==> src/rtl/stopwatch_pkg.sv <==
// Shared encodings for the stopwatch run/pause sequencer: FSM states,
// mode-select decode values, BCD preset constants and a digit clamp helper.
package stopwatch_pkg;

  typedef enum logic [1:0] {
    ST_IDLE  = 2'b00,
    ST_RUN   = 2'b01,
    ST_PAUSE = 2'b10,
    ST_DONE  = 2'b11
  } sw_state_t;

  typedef enum logic [1:0] {
    MODE_UP_ZERO = 2'b00,
    MODE_UP_LOAD = 2'b01,
    MODE_DN_FULL = 2'b10,
    MODE_DN_LOAD = 2'b11
  } sw_mode_t;

  localparam logic [15:0] BCD_ZERO = 16'h0000;
  localparam logic [15:0] BCD_FULL = 16'h9999;

  // Out-of-range BCD digits from the switches saturate at 9.
  function automatic logic [3:0] bcd_clamp(input logic [3:0] digit);
    return (digit > 4'd9) ? 4'd9 : digit;
  endfunction

endpackage

==> src/rtl/stopwatch_ctrl_if.sv <==
// Control bundle between the stopwatch sequencer (master) and the BCD
// counter datapath (slave).
interface stopwatch_ctrl_if;
  logic        cnt_en;
  logic        cnt_up;
  logic        cnt_ld;
  logic [15:0] ld_val;
  logic        term;

  modport master (output cnt_en, output cnt_up, output cnt_ld, output ld_val, input term);
  modport slave  (input cnt_en, input cnt_up, input cnt_ld, input ld_val, output term);
endinterface

==> src/rtl/sw_debounce.sv <==
// Button conditioner: 2-flop synchronizer, optional counter debouncer
// (STOPWATCH_DEBOUNCE_EN), then a registered single-cycle rising-edge pulse.
module sw_debounce #(
  parameter int unsigned DB_CYCLES = 500_000
) (
  input  logic clk,
  input  logic rst_n,
  input  logic raw,
  output logic pulse
);

  logic sync1_reg;
  logic sync2_reg;
  logic level;
  logic level_prev_reg;
  logic pulse_reg;

  always_ff @(posedge clk or negedge rst_n) begin
    if (!rst_n) begin
      sync1_reg      <= 1'b0;
      sync2_reg      <= 1'b0;
      level_prev_reg <= 1'b0;
      pulse_reg      <= 1'b0;
    end else begin
      sync1_reg      <= raw;
      sync2_reg      <= sync1_reg;
      level_prev_reg <= level;
      pulse_reg      <= level & ~level_prev_reg;
    end
  end

`ifdef STOPWATCH_DEBOUNCE_EN
  localparam int unsigned CW = $clog2(DB_CYCLES + 1);

  logic [CW-1:0] db_cnt_reg;
  logic          db_level_reg;

  // Level only flips after DB_CYCLES consecutive samples disagree with it.
  always_ff @(posedge clk or negedge rst_n) begin
    if (!rst_n) begin
      db_cnt_reg   <= '0;
      db_level_reg <= 1'b0;
    end else if (sync2_reg == db_level_reg) begin
      db_cnt_reg <= '0;
    end else if (db_cnt_reg == CW'(DB_CYCLES - 1)) begin
      db_cnt_reg   <= '0;
      db_level_reg <= sync2_reg;
    end else begin
      db_cnt_reg <= db_cnt_reg + 1'b1;
    end
  end

  assign level = db_level_reg;
`else
  assign level = sync2_reg;
`endif

  assign pulse = pulse_reg;

endmodule

==> src/rtl/stopwatch_ctrl.sv <==
// Stopwatch run/pause sequencer: button conditioning, IDLE/RUN/PAUSE/DONE FSM,
// tick prescaler and preset decode. Define STOPWATCH_DEBOUNCE_EN to debounce buttons.
module stopwatch_ctrl
  import stopwatch_pkg::*;
#(
  parameter int unsigned TICK_DIV  = 1_000_000,
  parameter int unsigned DB_CYCLES = 500_000
) (
  input  logic                    clk,
  input  logic                    R,
  input  logic                    P,
  input  logic                    clr,
  input  logic [1:0]              sel,
  input  logic [7:0]              load,
  stopwatch_ctrl_if.master        dp,
  output logic [1:0]              cstateDb
);

  localparam int unsigned     PW        = (TICK_DIV > 2) ? $clog2(TICK_DIV) : 1;
  localparam logic [PW-1:0]   PRESC_MAX = PW'(TICK_DIV - 1);

  sw_state_t     state_reg, state_next;
  sw_mode_t      sel_reg;
  logic [PW-1:0] presc_reg, presc_next;
  logic          armed_reg;
  logic          cnt_en_reg, cnt_en_next;
  logic          cnt_ld_reg, cnt_ld_next;
  logic [15:0]   ld_val;
  logic [1:0]    btn_raw, btn_pulse;
  logic          p_pulse, c_pulse, ld_req, tick;

  assign btn_raw = {clr, P};

  genvar gi;
  generate
    for (gi = 0; gi < 2; gi++) begin : g_btn
      sw_debounce #(.DB_CYCLES(DB_CYCLES)) u_btn (
        .clk   (clk),
        .rst_n (R),
        .raw   (btn_raw[gi]),
        .pulse (btn_pulse[gi])
      );
    end
  endgenerate

  assign p_pulse = btn_pulse[0];
  assign c_pulse = btn_pulse[1];

  // armed_reg is low only until the first edge after reset, forcing one preset load.
  always_ff @(posedge clk or negedge R) begin
    if (!R) begin
      state_reg  <= ST_IDLE;
      sel_reg    <= MODE_UP_ZERO;
      presc_reg  <= '0;
      armed_reg  <= 1'b0;
      cnt_en_reg <= 1'b0;
      cnt_ld_reg <= 1'b0;
    end else begin
      state_reg  <= state_next;
      sel_reg    <= sw_mode_t'(sel);
      presc_reg  <= presc_next;
      armed_reg  <= 1'b1;
      cnt_en_reg <= cnt_en_next;
      cnt_ld_reg <= cnt_ld_next;
    end
  end

  always_comb begin
    ld_req     = c_pulse | (sel != sel_reg) | ~armed_reg;
    tick       = (state_reg == ST_RUN) && (presc_reg == PRESC_MAX);
    state_next = state_reg;
    presc_next = presc_reg;
    if (ld_req) begin
      state_next = ST_IDLE;
      presc_next = '0;
    end else begin
      if (state_reg == ST_RUN) begin
        presc_next = tick ? '0 : presc_reg + 1'b1;
      end
      case (state_reg)
        ST_IDLE:  if (p_pulse) state_next = ST_RUN;
        ST_RUN: begin
          if (p_pulse)              state_next = ST_PAUSE;
          else if (tick && dp.term) state_next = ST_DONE;
        end
        ST_PAUSE: if (p_pulse) state_next = ST_RUN;
        default:  state_next = state_reg;
      endcase
    end
  end

  // A tick at terminal count is swallowed so the counter saturates.
  always_comb begin
    cnt_en_next = tick & ~dp.term & ~ld_req;
    cnt_ld_next = ld_req;
    case (sel_reg)
      MODE_UP_ZERO: ld_val = BCD_ZERO;
      MODE_DN_FULL: ld_val = BCD_FULL;
      default:      ld_val = {bcd_clamp(load[7:4]), bcd_clamp(load[3:0]), 8'h00};
    endcase
  end

  assign dp.cnt_en = cnt_en_reg;
  assign dp.cnt_ld = cnt_ld_reg;
  assign dp.cnt_up = ~sel_reg[1];
  assign dp.ld_val = ld_val;
  assign cstateDb  = state_reg;

endmodule

==> src/flat_wrapper.sv <==
// flat-port wrapper written by rule: the top's interface ports become plain ports
module stopwatch_ctrl_flat import stopwatch_pkg::*;
#(
  parameter int unsigned TICK_DIV  = 1_000_000,
  parameter int unsigned DB_CYCLES = 500_000
)
  (clk, R, P, clr, sel, load, cstateDb, dp_cnt_en, dp_cnt_up, dp_cnt_ld, dp_ld_val, dp_term);
  stopwatch_ctrl_if dp_i ();
  input  logic clk;
  input  logic R;
  input  logic P;
  input  logic clr;
  input  logic [1:0] sel;
  input  logic [7:0] load;
  output logic [1:0] cstateDb;
  output wire logic [$bits(dp_i.cnt_en)-1:0] dp_cnt_en;
  output wire logic [$bits(dp_i.cnt_up)-1:0] dp_cnt_up;
  output wire logic [$bits(dp_i.cnt_ld)-1:0] dp_cnt_ld;
  output wire logic [$bits(dp_i.ld_val)-1:0] dp_ld_val;
  input wire logic [$bits(dp_i.term)-1:0] dp_term;
  assign dp_cnt_en = dp_i.cnt_en;
  assign dp_cnt_up = dp_i.cnt_up;
  assign dp_cnt_ld = dp_i.cnt_ld;
  assign dp_ld_val = dp_i.ld_val;
  assign dp_i.term = dp_term;
  stopwatch_ctrl #(.TICK_DIV(TICK_DIV), .DB_CYCLES(DB_CYCLES)) u_core (.clk(clk), .R(R), .P(P), .clr(clr), .sel(sel), .load(load), .dp(dp_i), .cstateDb(cstateDb));
endmodule
==> config.mk <==
export PLATFORM = sky130hd
export DESIGN_NAME = stopwatch_ctrl_flat
export DESIGN_NICKNAME = d
export VERILOG_FILES = /design/src/rtl/stopwatch_pkg.sv /design/src/rtl/stopwatch_ctrl_if.sv /design/src/rtl/sw_debounce.sv /design/src/rtl/stopwatch_ctrl.sv /design/src/flat_wrapper.sv
export SDC_FILE = /design/constraint.sdc
export NUM_CORES = 1
export LEC_CHECK = 0
export ABC_AREA = 0
export CELL_PAD_IN_SITES_DETAIL_PLACEMENT = 0
export CELL_PAD_IN_SITES_GLOBAL_PLACEMENT = 2
export CORE_MARGIN = 2
export CORE_UTILIZATION = 34
export DETAILED_ROUTE_END_ITERATION = 8
export HOLD_SLACK_MARGIN = 0.08
export PLACE_DENSITY = 0.92
export SYNTH_ARGS = -nofsm -noshare
export SYNTH_HDL_FRONTEND = slang
export SYNTH_SLANG_ARGS = --single-unit
==> constraint.sdc <==
create_clock -name clk -period 4.8 [get_ports clk]
set_input_delay 1.44 -clock clk [delete_from_list [all_inputs] [get_ports clk]]
set_output_delay 1.44 -clock clk [all_outputs]
set_load 0.005 [all_outputs]
**Yosys cells after proc, flatten, opt, wreduce, memory -nomap -nowiden**

Index checks and enable logic that the tools add are counted.

- Bits in registers: 35
- Latch bits: 0
- Memory bits (writable): 0
- ROM bits: 0
- Input bits: 15
- Output and inout port bits: 21
- Logic and storage cells: 55
- Memories kept: 0

- Add/sub/neg operators: 1
- Multipliers: 0
- Div/mod/pow operators: 0
- Magnitude comparators: 2
- Eq/ne operators: 7
- Shift-type cells: 0
- Mux-type cells: 11
- Bitwise operators: 12
- Reduce and logical (&&, ||, !) cells: 8

Operators with widths:

| operator | number |
|---|---|
| $mux W20 | 3 |
| $pmux W16 S2 | 1 |
| $add A20 B1 Y20 const B | 1 |
| $eq A20 B20 Y1 const B | 1 |
| $gt A4 B4 Y1 const B | 2 |
| $mux W2 | 4 |
| $mux W4 | 2 |
| $not A1 Y1 | 6 |
| $and A1 B1 Y1 | 4 |
| $eq A2 B2 Y1 const B | 2 |
| $logic_not A2 Y1 | 2 |
| $ne A4 B3 Y1 const B | 1 |
| $pmux W2 S2 | 1 |
| $ne A3 B1 Y1 const B | 1 |
| $reduce_and A3 Y1 | 1 |
| $reduce_bool A3 Y1 | 1 |
| $eq A2 B1 Y1 const B | 1 |
| $logic_and A1 B1 Y1 | 2 |
| $ne A2 B2 Y1 | 1 |
| $or A1 B1 Y1 | 2 |
| $reduce_bool A2 Y1 | 1 |
| $reduce_or A2 Y1 | 1 |

**Longest topological paths before layout**

Gate-level depths: netlist (run 1).

- Depth after elaboration: 7
- Mapped depth: 7
- Gate-level depth less buffers: 6

**By module**

A second synthesis (run 1) with hierarchy kept.

- Cells, all modules: 181
- Area total of the unflattened synthesis: 1,810.5 µm²

By module, submodules not included:

| module | instances | cells an instance | area an instance (µm²) | sequential area each (µm²) |
|---|---|---|---|---|
| stopwatch_ctrl | 1 | 171 | 1,582.8 | 675.6 |
| sw_debounce | 2 | 5 | 113.9 | 100.1 |

**Worst setup path before layout (run 1)**

No wires, ideal clock.

- Kind: input to output
- Start point: input port load[6]
- End point: output port dp_ld_val[12]
- Arrival time: 1.689 ns
- Data required time: 3.360 ns
- Slack: 1.671 ns
- Stages: 2
- Buffers on the path: 0
- Cell sequence: o21ai_0 -> a31oi_1

- Word-level cells in the longest chain between the ends: 3

Ends and longest elaborated chain:

| what | RTL line | source |
|---|---|---|
| start, declared | flat_wrapper.sv:14 | `input logic [7:0] load;` |
| $gt A4 B4 Y1 | stopwatch_pkg.sv:24 | `return (digit > 4'd9) ? 4'd9 : digit;` |
| $mux W4 | stopwatch_pkg.sv:24 |  |
| $pmux W16 S2 | stopwatch_ctrl.sv:96 | `case (sel_reg)` |
| end, declared | flat_wrapper.sv:19 | `output wire logic [$bits(dp_i.ld_val)-1:0] dp_ld_val;` |

Every way passes these cells.

**Final worst setup path (run 1)**

- Start point: input port load[3]
- End point: output port dp_ld_val[8]

Same word-level chain as after synthesis.

==> results of run 1 <==
## metrics by stage
step           total power, mW  instances  utilization (%)  cell area, sq um  setup slack [ns]
6_report                 0.577        286             43.8              2240             0.615
4_1_cts                  0.586        286             43.8              2240             0.610
3_3_place_gp             0.361        278             42.0              2140             0.645
5_1_grt                  0.602        286             43.8              2240             0.518
2_1_floorplan            0.329        186                -              1810              1.67
3_5_place_dp             0.361        278             42.0              2140             0.614
## worst max-delay path, cell delays in order
cell	delay, ns
sky130_fd_sc_hd__clkdlybuf4s50_1	0.51
sky130_fd_sc_hd__o21ai_0	0.11
sky130_fd_sc_hd__a31oi_1	0.17
sky130_fd_sc_hd__clkdlybuf4s50_1	0.52
## power by group through the flow
stage          sequential [mW]  combinational [mW]  clock, mW
2_1_floorplan            0.308              0.0212          0
3_3_place_gp             0.309              0.0516          0
3_5_place_dp             0.309              0.0519          0
4_1_cts                  0.304              0.0520      0.230
5_1_grt                  0.304              0.0560      0.241
6_report                 0.303              0.0507      0.223
## cell families (layout without fill, tap and decap cells)
logic type | after synthesis | after routing | share of synthesized area, %
DFF | 35 | 35 | 48.6
AOI/OAI and AO/OA | 42 | 42 | 15.6
adders and majority gates | 1 | 1 | 0.695
buffers and inverters | 18 | 48 | 6.12
other | 2 | 5 | 0.417
xor gates and xnor gates | 2 | 2 | 1.39
and+or+nand+nor | 82 | 82 | 26.5
muxes | 1 | 1 | 0.556
## layout make-up
type / count / area, sq um / area share, %
inverters: 6 / 22.5 / 1.01
clock buffers: 5 / 68.8 / 3.08
multi-input cells: 133 / 826 / 36.9
flip-flops and latches: 35 / 876 / 39.1
repair buffers: 34 / 333 / 14.9
clock inverters: 3 / 23.8 / 1.06
well taps: 70 / 87.6 / 3.91
## cell usage after synthesis, drive strengths merged (4+ instances only)
master / instances
buf: 10
a21oi: 8
or3: 4
nor2: 9
nand2: 24
and3b: 4
nor2b: 4
nand4: 7
dfrtp: 35
nand3: 14
o21ai: 7
a31oi: 16
nor3: 4
inv: 6
## layer usage
metal	global-route usage (%)	vias to the layer above	wire, um
li1	-	719	-
met1	20.1	712	1860
met2	21.1	32	1770
met3	4.00	5	168
met4	4.36	0	56
met5	0	-	0
## final timing paths
path,endpoint,from,slack [ns],depth (start not counted)
min in group asynchronous,u_core.presc_reg[1],R,1.55,2
max in group asynchronous,u_core.sel_reg[0],R,2.93,2
hold reg to reg,u_core.g_btn[0].u_btn.level,u_core.g_btn[0].u_btn.sync1_reg,0.35,0
setup / recovery,dp_ld_val[8],load[3],0.62,4
hold / removal,u_core.g_btn[0].u_btn.level,u_core.g_btn[0].u_btn.sync1_reg,0.35,0
setup reg to reg,u_core.presc_reg[8],u_core.presc_reg[0],2.38,7
## layout by cell type, fill, tap and decap left out, types with 2 or more instances in the layout
master / instances
sky130_fd_sc_hd__dfrtp_1: 35
sky130_fd_sc_hd__clkdlybuf4s50_1: 31
sky130_fd_sc_hd__nand2_1: 24
sky130_fd_sc_hd__a31oi_1: 16
sky130_fd_sc_hd__nand3_1: 13
sky130_fd_sc_hd__nor2_1: 9
sky130_fd_sc_hd__a21oi_1: 8
sky130_fd_sc_hd__o21ai_0: 7
sky130_fd_sc_hd__nand4_1: 7
sky130_fd_sc_hd__inv_1: 6
sky130_fd_sc_hd__conb_1: 5
sky130_fd_sc_hd__clkbuf_8: 5
sky130_fd_sc_hd__and3b_1: 4
sky130_fd_sc_hd__nor2b_1: 4
sky130_fd_sc_hd__or3_1: 3
sky130_fd_sc_hd__nor3_1: 3
sky130_fd_sc_hd__buf_4: 3
sky130_fd_sc_hd__nand2b_1: 2
sky130_fd_sc_hd__a41oi_1: 2
sky130_fd_sc_hd__or2b_1: 2
sky130_fd_sc_hd__clkinvlp_4: 2
==> key figures, run 1 <==
Placement
  – Buffers on Ports: 31
  – GP Congestion: 0.707
  – HPWL after detailed placement: 2.66 mm

Final layout
  – Ratio of cells with drive above 1 in the final layout: 10.2%
  – Number of flip-flops in the largest register: 20
  – Antenna cells: 0
  – Area growth, synth to finish: 24.3%
  – Number of nets in the layout: 231
  – Final-layout fill cell count: 516

Critical path
  – Critical Path Sink Type: primary output
  – Required time of the critical path: 3.36 ns
  – Data arrival, critical path: 2.74 ns
  – Start-to-end type of the worst setup path: in -> out
  – Critical Path Start Type: primary input
  – Maximum fanout count along the critical path: 4

Clock tree
  – Worst skew pair latency: 0.29 ns
  – Clock Pin Slew Worst Setup and Hold Paths: 0.08 ns
  – Post-cts hold buffer count: 0
  – Number of buffers created by CTS: 5
  – TritonCTS clock tree: yes
  – Root Driver: sky130_fd_sc_hd__clkbuf_8
  – Number of levels in the clock H-tree: 2
  – Clock tree sinks: 35
  – Cts repair resizes: 0
  – Clock tree buffer depth: 2
  – # Post-CTS Setup Buffers: 0

Power
  – Net switching power: 0.146 mW
  – Switching fraction of total power: 25.2%
  – Largest voltage drop on the vdd net: 128 uV
  – Static Leakage: 0.889 nW
  – Part of the total power dissipated in sequential elements: 52.6%
  – Combinational power share: 8.8%
  – Clock Power Share: 38.6%
  – Pwr/cell area: 258 nW/um^2
  – Total internal power: 0.432 mW

Timing
  – Worst hold slack: 0.352 ns
  – Layout Skew: 0.00482 ns
  – Tightest slew margin relative to the limit: 38.1%
  – Setup repair after global routing missed its margin: no
  – Pins over their slew limit: 0
  – F_max: 239 MHz
  – Final setup violation count: 0
  – Final critical-path required period: 4.18 ns
  – Final total negative setup slack: 0 ns
  – Fin crit share: 87.2%
  – Actual slew at the worst max-slew pin: 0.925 ns
  – Final hold viol count: 0

Detailed routing
  – Via total after detailed routing: 1468
  – DR pass1 iterations: 4
  – Initial DRC count: 119
  – Routed length per instance: 13.5 um
  – Routed vias/inst: 5.13
  – DRC viols: 0
  – Sum of routed wire length over all layers: 3.85 mm
  – Routed Antenna Nets: 0

GRT
  – Largest net degree at the start of global routing: 36
  – Total gr overflow: 0
  – Via count of the first global-routing pass: 1340
  – Number of antenna violations at the first check in global routing: 0
  – First-pass GRT wire length: 6.76 mm
  – Overall routing resource usage: 14.2%

Die
  – Height of the die: 76.8 um
  – Die X-Extent: 76.8 um
  – Area of the die: 5890 sq um
  – Placeable core area: 5110 sq um
  – Rows: 26
  – Starting utilization of the core area: 35.3%
  – Boundary Pins: 36

Logic synthesis
  – Most used flip-flop cell after synthesis: sky130_fd_sc_hd__dfrtp_1
  – Share of the synthesized area in the top cell type: 48.6%
  – Number of flops mapped to enable cells by yosys: 0
  – Synthesized area per cell: 9.84 sq um
  – Yosys synthesis warning count: 0
  – Yosys top cell by area: sky130_fd_sc_hd__dfrtp_1
  – Async set-reset flop share out of synthesis: 100%
  – Post-synthesis sequential area ratio: 48.6%
  – Dominant cells by area after synthesis: sky130_fd_sc_hd__dfrtp_1 49%, sky130_fd_sc_hd__a31oi_1 5.6%, sky130_fd_sc_hd__nand2_1 5.0%, sky130_fd_sc_hd__nand3_1 3.6%, sky130_fd_sc_hd__buf_4 2.9%
  – Post-synthesis cell area: 1800 sq um
  – Number of instances in the synthesized netlist: 183
  – Seq cells post-synth: 35
  – Library cells used by synthesis: 45

Outcome
  – Run status: complete, no violations

Run
  – Max Cap Violations: 0

Min path
  – Hold crit path type: reg -> reg
(Power assumes the default switching activity.)
==> run 2: changes to the inputs <==
- CORE_UTILIZATION: 34 -> 41
- DONT_BUFFER_PORTS: not set -> 1
- PLACE_DENSITY: 0.92 -> 0.9
==> run 2 against run 1 <==
Net effect: sequential cell count unchanged; maximum frequency up 32%; clock power up 23%; wire length down 3.1%.
==> key figures, run 2 (synthesized netlist as in run 1, its figures left out) <==
Critical path
  – Maximum fanout count along the critical path: 2 (-2)
  – Critical Path Start Type: primary input
  – Required time of the critical path: 3.36 ns (about the same)
  – Start-to-end type of the worst setup path: in -> out
  – Delay-heaviest family, CP: compound AO/OA/AOI/OAI gates
  – Data arrival, critical path: 1.73 ns (-1.01 ns)
  – Critical Path Sink Type: primary output
  – Critical Path, Cell by Cell: o21ai_0 -> a31oi_1
  – Critical path buffer and inverter count: 0 (-2)
  – Crit path largest cell delay: 0.17 ns (-0.35 ns)
  – Slowest library cell on the worst path: sky130_fd_sc_hd__o21ai_0

Timing
  – Layout Skew: 0.00312 ns (-0.00170 ns)
  – Worst hold slack: 0.381 ns (+0.0290 ns)
  – Final setup violation count: 0 (unchanged)
  – Final total negative setup slack: 0 ns (unchanged)
  – Final critical-path required period: 3.17 ns (-1.01 ns)
  – Actual slew at the worst max-slew pin: 1.03 ns (+0.108 ns)
  – Setup repair after global routing missed its margin: no
  – Minimum setup slack in the final design: 1.63 ns (+1.01 ns)
  – Fin crit share: 66.1% (-21 points)
  – Tightest slew margin relative to the limit: 30.9% (-7.2 points)
  – F_max: 315 MHz (+32%)
  – Final hold viol count: 0 (unchanged)
  – Pins over their slew limit: 0 (unchanged)

Clock tree
  – Root Driver: sky130_fd_sc_hd__clkbuf_8
  – Worst skew pair latency: 0.29 ns (about the same)
  – TritonCTS clock tree: yes
  – Clock tree sinks: 35 (unchanged)
  – Post-cts hold buffer count: 0 (unchanged)
  – Number of levels in the clock H-tree: 2 (unchanged)
  – Number of buffers created by CTS: 5 (unchanged)
  – Clock Pin Slew Worst Setup and Hold Paths: 0.07 ns (about the same)
  – # Post-CTS Setup Buffers: 0 (unchanged)
  – Clock tree buffer depth: 2 (unchanged)
  – Cts repair resizes: 0 (unchanged)

GRT
  – Total gr overflow: 0 (unchanged)
  – Overall routing resource usage: 16.0% (+1.8 points)
  – Via count of the first global-routing pass: 1277 (-4.7%)
  – Number of antenna violations at the first check in global routing: 0 (unchanged)
  – First-pass GRT wire length: 6.08 mm (-10%)
  – Largest net degree at the start of global routing: 36 (unchanged)

Run
  – Max Cap Violations: 0 (unchanged)

Placement
  – Worst slack at placement: 1.52 ns (+0.910 ns)
  – GP Congestion: 0.769 (+8.8%)
  – Placed cell areas: 1790 sq um (-17%)
  – Buffers on Ports: 0 (-100%)
  – HPWL after detailed placement: 2.53 mm (-4.7%)

Power
  – Part of the total power dissipated in sequential elements: 50.9% (-1.7 points)
  – Pwr/cell area: 313 nW/um^2 (+21%)
  – Net switching power: 0.123 mW (-16%)
  – Static Leakage: 0.776 nW (-13%)
  – Total internal power: 0.475 mW (+10%)
  – Largest voltage drop on the vdd net: 171 uV (+33%)
  – Combinational power share: 3.2% (-5.6 points)
  – Clock Power Share: 45.8% (+7.2 points)
  – Switching fraction of total power: 20.5% (-4.7 points)

Min path
  – Hold crit path type: reg -> reg

Final layout
  – Area growth, synth to finish: 5.91%
  – Commonest non-fill, non-tap cell in the layout: sky130_fd_sc_hd__dfrtp_1
  – Antenna cells: 0 (unchanged)
  – Final-layout fill cell count: 420 (-19%)
  – Ratio of cells with drive above 1 in the final layout: 10.4% (+0.25 points)
  – Top library cells by usage in the layout, fill and taps aside: 35 x sky130_fd_sc_hd__dfrtp_1, 24 x sky130_fd_sc_hd__nand2_1, 16 x sky130_fd_sc_hd__a31oi_1
  – Number of flip-flops in the largest register: 20 (unchanged)
  – Share of the core filled with cells: 44.4% (+0.60 points)
  – Final Cell Area: 1910 sq um (-15%)
  – Number of nets in the layout: 197 (-15%)

Die
  – Boundary Pins: 36 (unchanged)
  – Rows: 24 (-7.7%)
  – Starting utilization of the core area: 41.9% (+6.7 points)
  – Height of the die: 70.3 um (-8.5%)
  – Die X-Extent: 70.3 um (-8.5%)
  – Area of the die: 4940 sq um (-16%)
  – Placeable core area: 4290 sq um (-16%)

Detailed routing
  – Routed length per instance: 16.0 um (+18%)
  – DR pass1 iterations: 4 (unchanged)
  – DRC viols: 0 (unchanged)
  – Initial DRC count: 79 (-34%)
  – Routed Antenna Nets: 0 (unchanged)
  – Sum of routed wire length over all layers: 3.73 mm (-3.1%)
  – Via total after detailed routing: 1349 (-8.1%)
  – Routed vias/inst: 5.76 (+12%)

Outcome
  – Run status: complete, no violations
-- run 2: cell count changes in the layout (fill, tap and decap cells not counted), sizes merged --
| cell | previous run | this run |
|---|---|---|
| clkdlybuf4s50 | 31 | 0 |
| buf | 3 | 0 |
| clkinvlp | 2 | 0 |
| bufinv | 0 | 1 |
| clkbuf | 5 | 6 |
| clkinv | 0 | 1 |
| inv | 7 | 6 |
-- run 2: power by group through the flow --
stage / logic, mW / clock network (mW) / registers (mW)
after floorplan: 0.0212 / 0 / 0.308
after global placement: 0.0191 / 0 / 0.310
after detailed placement: 0.0193 / 0 / 0.310
after CTS: 0.0194 / 0.280 / 0.304
after global routing: 0.0213 / 0.294 / 0.305
final: 0.0193 / 0.274 / 0.304
-- run 2: per-stage QoR --
step	power [mW]	cells
3_3_place_gp	0.329	226
5_1_grt	0.620	234
6_report	0.598	234
3_5_place_dp	0.329	226
4_1_cts	0.603	234
2_1_floorplan	0.329	186
-- run 2: path summary, 6_finish.rpt --
kind / startpoint / endpoint / slack (ns) / depth (start not counted)
max in group asynchronous: R / u_core.g_btn[1].u_btn.level / 3.88 / 0
max: load[6] / dp_ld_val[12] / 1.63 / 2
min reg2reg: u_core.g_btn[0].u_btn.sync1_reg / u_core.g_btn[0].u_btn.level / 0.38 / 0
min: u_core.g_btn[0].u_btn.sync1_reg / u_core.g_btn[0].u_btn.level / 0.38 / 0
min in group asynchronous: R / u_core.g_btn[0].u_btn.level / 0.84 / 0
max reg2reg: u_core.presc_reg[0] / u_core.presc_reg[7] / 2.27 / 6
-- run 2: final cells by class --
cell class	count	area, sq um	area share, %
inverters	6	22.5	1.18
multi-input cells	133	826	43.3
well taps	52	65.1	3.41
clock inverters	2	35.0	1.84
clock buffers	6	82.6	4.33
flip-flops and latches	35	876	45.9
-- run 2: per-layer routing --
layer  global-route usage, %  share of wire (%)  vias to the layer above
li1                        -                  -                      647
met5                       0                  0                        -
met3                    5.63                6.0                        4
met1                    19.8                 43                      653
met4                    5.56                1.2                        0
met2                    26.0                 49                       45
==> run 3: changes to the inputs <==
- CORE_UTILIZATION: 41 -> 35
- PLACE_DENSITY: 0.9 -> 0.83
- clock period: 4.8 -> 2.6 ns (I/O delays scaled with it)
==> run 3 against run 2 <==
Net effect: clock-buffer cell count grew 1; clock skew increased by 0.0020 ns; worst hold slack lost 0.19 ns; critical path depth is 5 higher; combinational power grew 83%; wire length fell by 3.4%; total power increased by 62%; sequential share of layout area increased by 0.15 points; sequential power rose by 85%; setup slack got worse by 1.3 ns.
==> key figures, run 3 (synthesized netlist as in run 1, its figures left out) <==
Critical path
  – Data arrival, critical path: 2.40 ns (+0.67 ns)
  – Slowest library cell on the worst path: sky130_fd_sc_hd__nor4_4
  – Critical Path Start Type: register
  – Critical Path, Cell by Cell: ha_1 -> nand3_1 -> nor4_4 -> a211oi_4 -> buf_4 -> a21o_1 -> a22o_1
  – Critical Path Sink Type: register
  – Crit path largest cell delay: 0.48 ns (+0.31 ns)
  – End of the worst register-to-register path: u_core.presc_reg[3]
  – Launching point of the worst reg2reg path: u_core.presc_reg[0]
  – Start-to-end type of the worst setup path: reg -> reg
  – Critical path launch point: u_core.presc_reg[0]
  – Required time of the critical path: 2.77 ns (-0.59 ns)
  – Maximum fanout count along the critical path: 28 (+26)
  – Delay-heaviest family, CP: simple AND/OR/NAND/NOR gates
  – Worst setup slack for register-to-register paths: 0.37 ns (-1.90 ns)
  – Reg2Reg Depth: 7 (+1)
  – Critical path buffer and inverter count: 1 (+1)

Timing
  – Pins over their slew limit: 0 (unchanged)
  – Final hold viol count: 0 (unchanged)
  – Layout Skew: 0.00508 ns (+0.00197 ns)
  – Final critical-path required period: 2.23 ns
  – F_max: 449 MHz
  – Tightest slew margin relative to the limit: 61.8% (+31 points)
  – Final setup violation count: 0 (unchanged)
  – Setup repair after global routing missed its margin: no
  – Final total negative setup slack: 0 ns (unchanged)
  – Fin crit share: 85.6%
  – Actual slew at the worst max-slew pin: 0.569 ns (-0.465 ns)

Die
  – Rows: 26 (+8.3%)
  – Boundary Pins: 36 (unchanged)
  – Area of the die: 5730 sq um (+16%)
  – Starting utilization of the core area: 35.7% (-6.2 points)
  – Height of the die: 75.7 um (+7.8%)
  – Placeable core area: 5040 sq um (+17%)
  – Die X-Extent: 75.7 um (+7.8%)

Final layout
  – Commonest non-fill, non-tap cell in the layout: sky130_fd_sc_hd__dfrtp_1
  – Final Cell Area: 1900 sq um (-0.33%)
  – Top library cells by usage in the layout, fill and taps aside: 35 x sky130_fd_sc_hd__dfrtp_1, 24 x sky130_fd_sc_hd__nand2_1, 16 x sky130_fd_sc_hd__a31oi_1
  – Number of flip-flops in the largest register: 20 (unchanged)
  – Ratio of cells with drive above 1 in the final layout: 9.84% (-0.60 points)
  – Antenna cells: 0 (unchanged)
  – Number of nets in the layout: 198 (+0.51%)
  – Area growth, synth to finish: 5.56%

GRT
  – Total gr overflow: 0 (unchanged)
  – Number of antenna violations at the first check in global routing: 0 (unchanged)
  – Overall routing resource usage: 14.3% (-1.8 points)
  – Via count of the first global-routing pass: 1263 (-1.1%)
  – Largest net degree at the start of global routing: 36 (unchanged)
  – First-pass GRT wire length: 5.95 mm (-2.0%)

Detailed routing
  – DRC viols: 0 (unchanged)
  – Routed vias/inst: 5.38 (-6.6%)
  – DR pass1 iterations: 5 (+1)
  – Routed length per instance: 14.3 um (-11%)
  – Routed Antenna Nets: 0 (unchanged)
  – Sum of routed wire length over all layers: 3.61 mm (-3.4%)
  – Initial DRC count: 91 (+15%)
  – Via total after detailed routing: 1362 (+0.96%)

Placement
  – Buffers on Ports: 0 (unchanged)
  – GP Congestion: 0.782 (+1.6%)
  – HPWL after detailed placement: 2.65 mm (+4.4%)
  – Placed cell areas: 1820 sq um (+1.7%)

Clock tree
  – TritonCTS clock tree: yes
  – Cts repair resizes: 0 (unchanged)
  – Root Driver: sky130_fd_sc_hd__clkbuf_8
  – Number of levels in the clock H-tree: 2 (unchanged)
  – Clock tree sinks: 35 (unchanged)
  – Clock Pin Slew Worst Setup and Hold Paths: 0.07 ns (about the same)
  – Clock tree buffer depth: 2 (unchanged)
  – Number of buffers created by CTS: 5 (unchanged)
  – Worst skew pair latency: 0.28 ns (about the same)
  – # Post-CTS Setup Buffers: 0 (unchanged)
  – Post-cts hold buffer count: 0 (unchanged)

Power
  – Power after layout: 0.966 mW (+62%)
  – Largest voltage drop on the vdd net: 259 uV (+52%)
  – Pwr/cell area: 508 nW/um^2 (+62%)
  – Static Leakage: 0.763 nW (-1.7%)

Min path
  – Hold crit path type: in -> async

Run
  – Max Cap Violations: 0 (unchanged)

Outcome
  – Run status: complete, no violations
[run 3: changes by cell type in the layout (fill, tap and decap cells not counted), sizes merged]
cell | previous run | this run
bufinv | 1 | 0
buf | 0 | 1
clkbuf | 6 | 7
[run 3: power by group]
group	total (mW)	internal, mW	switching, mW
Sequential	0.562	0.555	0.00750
Combinational	0.0354	0.0125	0.0229
Clock	0.369	0.188	0.181
[run 3: area by class of cell]
class	instances	area (sq um)
timing repair buffer	1	7.51
multi-input combinational	133	826
tap	70	87.6
sequential	35	876
clock inverter	1	5.00
inverter	6	22.5
clock buffer	7	76.3
fill	518	3140
[run 3: worst max-delay path by stage]
stage                                       to  slack [ns]  cells past startpoint
after floorplan           u_core.presc_reg[18]        0.50                      5
after global placement    u_core.presc_reg[18]        0.40                      5
after detailed placement   u_core.presc_reg[2]        0.35                      6
after CTS                  u_core.presc_reg[3]        0.36                      7
after global routing      u_core.presc_reg[12]        0.18                      6
final                      u_core.presc_reg[3]        0.37                      7
[run 3: worst reg2reg max path: cells and delay by family, from the launching register on]
family                     cells  cell delay, ns
adders and majority gates      1            0.22
DFF                            1            0.41
AOI/OAI and AO/OA              3            0.47
and+or+nand+nor                2            0.78
buffers and inverters          1            0.24
[run 3: routing by layer]
layer	wire length, um	up-vias	track usage, %
li1	-	653	-
met4	36	0	5.46
met3	158	5	4.76
met2	1710	43	24.1
met5	0	-	0
met1	1710	661	16.9
[run 3: through the flow]
step | utilization, % | std cells | setup slack (ns) | hold WS [ns]
3_5_place_dp | 36.1 | 245 | 0.345 | 0.338
3_3_place_gp | 36.1 | 245 | 0.402 | 0.344
2_1_floorplan | - | 186 | 0.499 | 0.331
5_1_grt | 37.7 | 253 | 0.179 | 0.159
4_1_cts | 37.7 | 253 | 0.355 | 0.181
6_report | 37.7 | 253 | 0.374 | 0.187
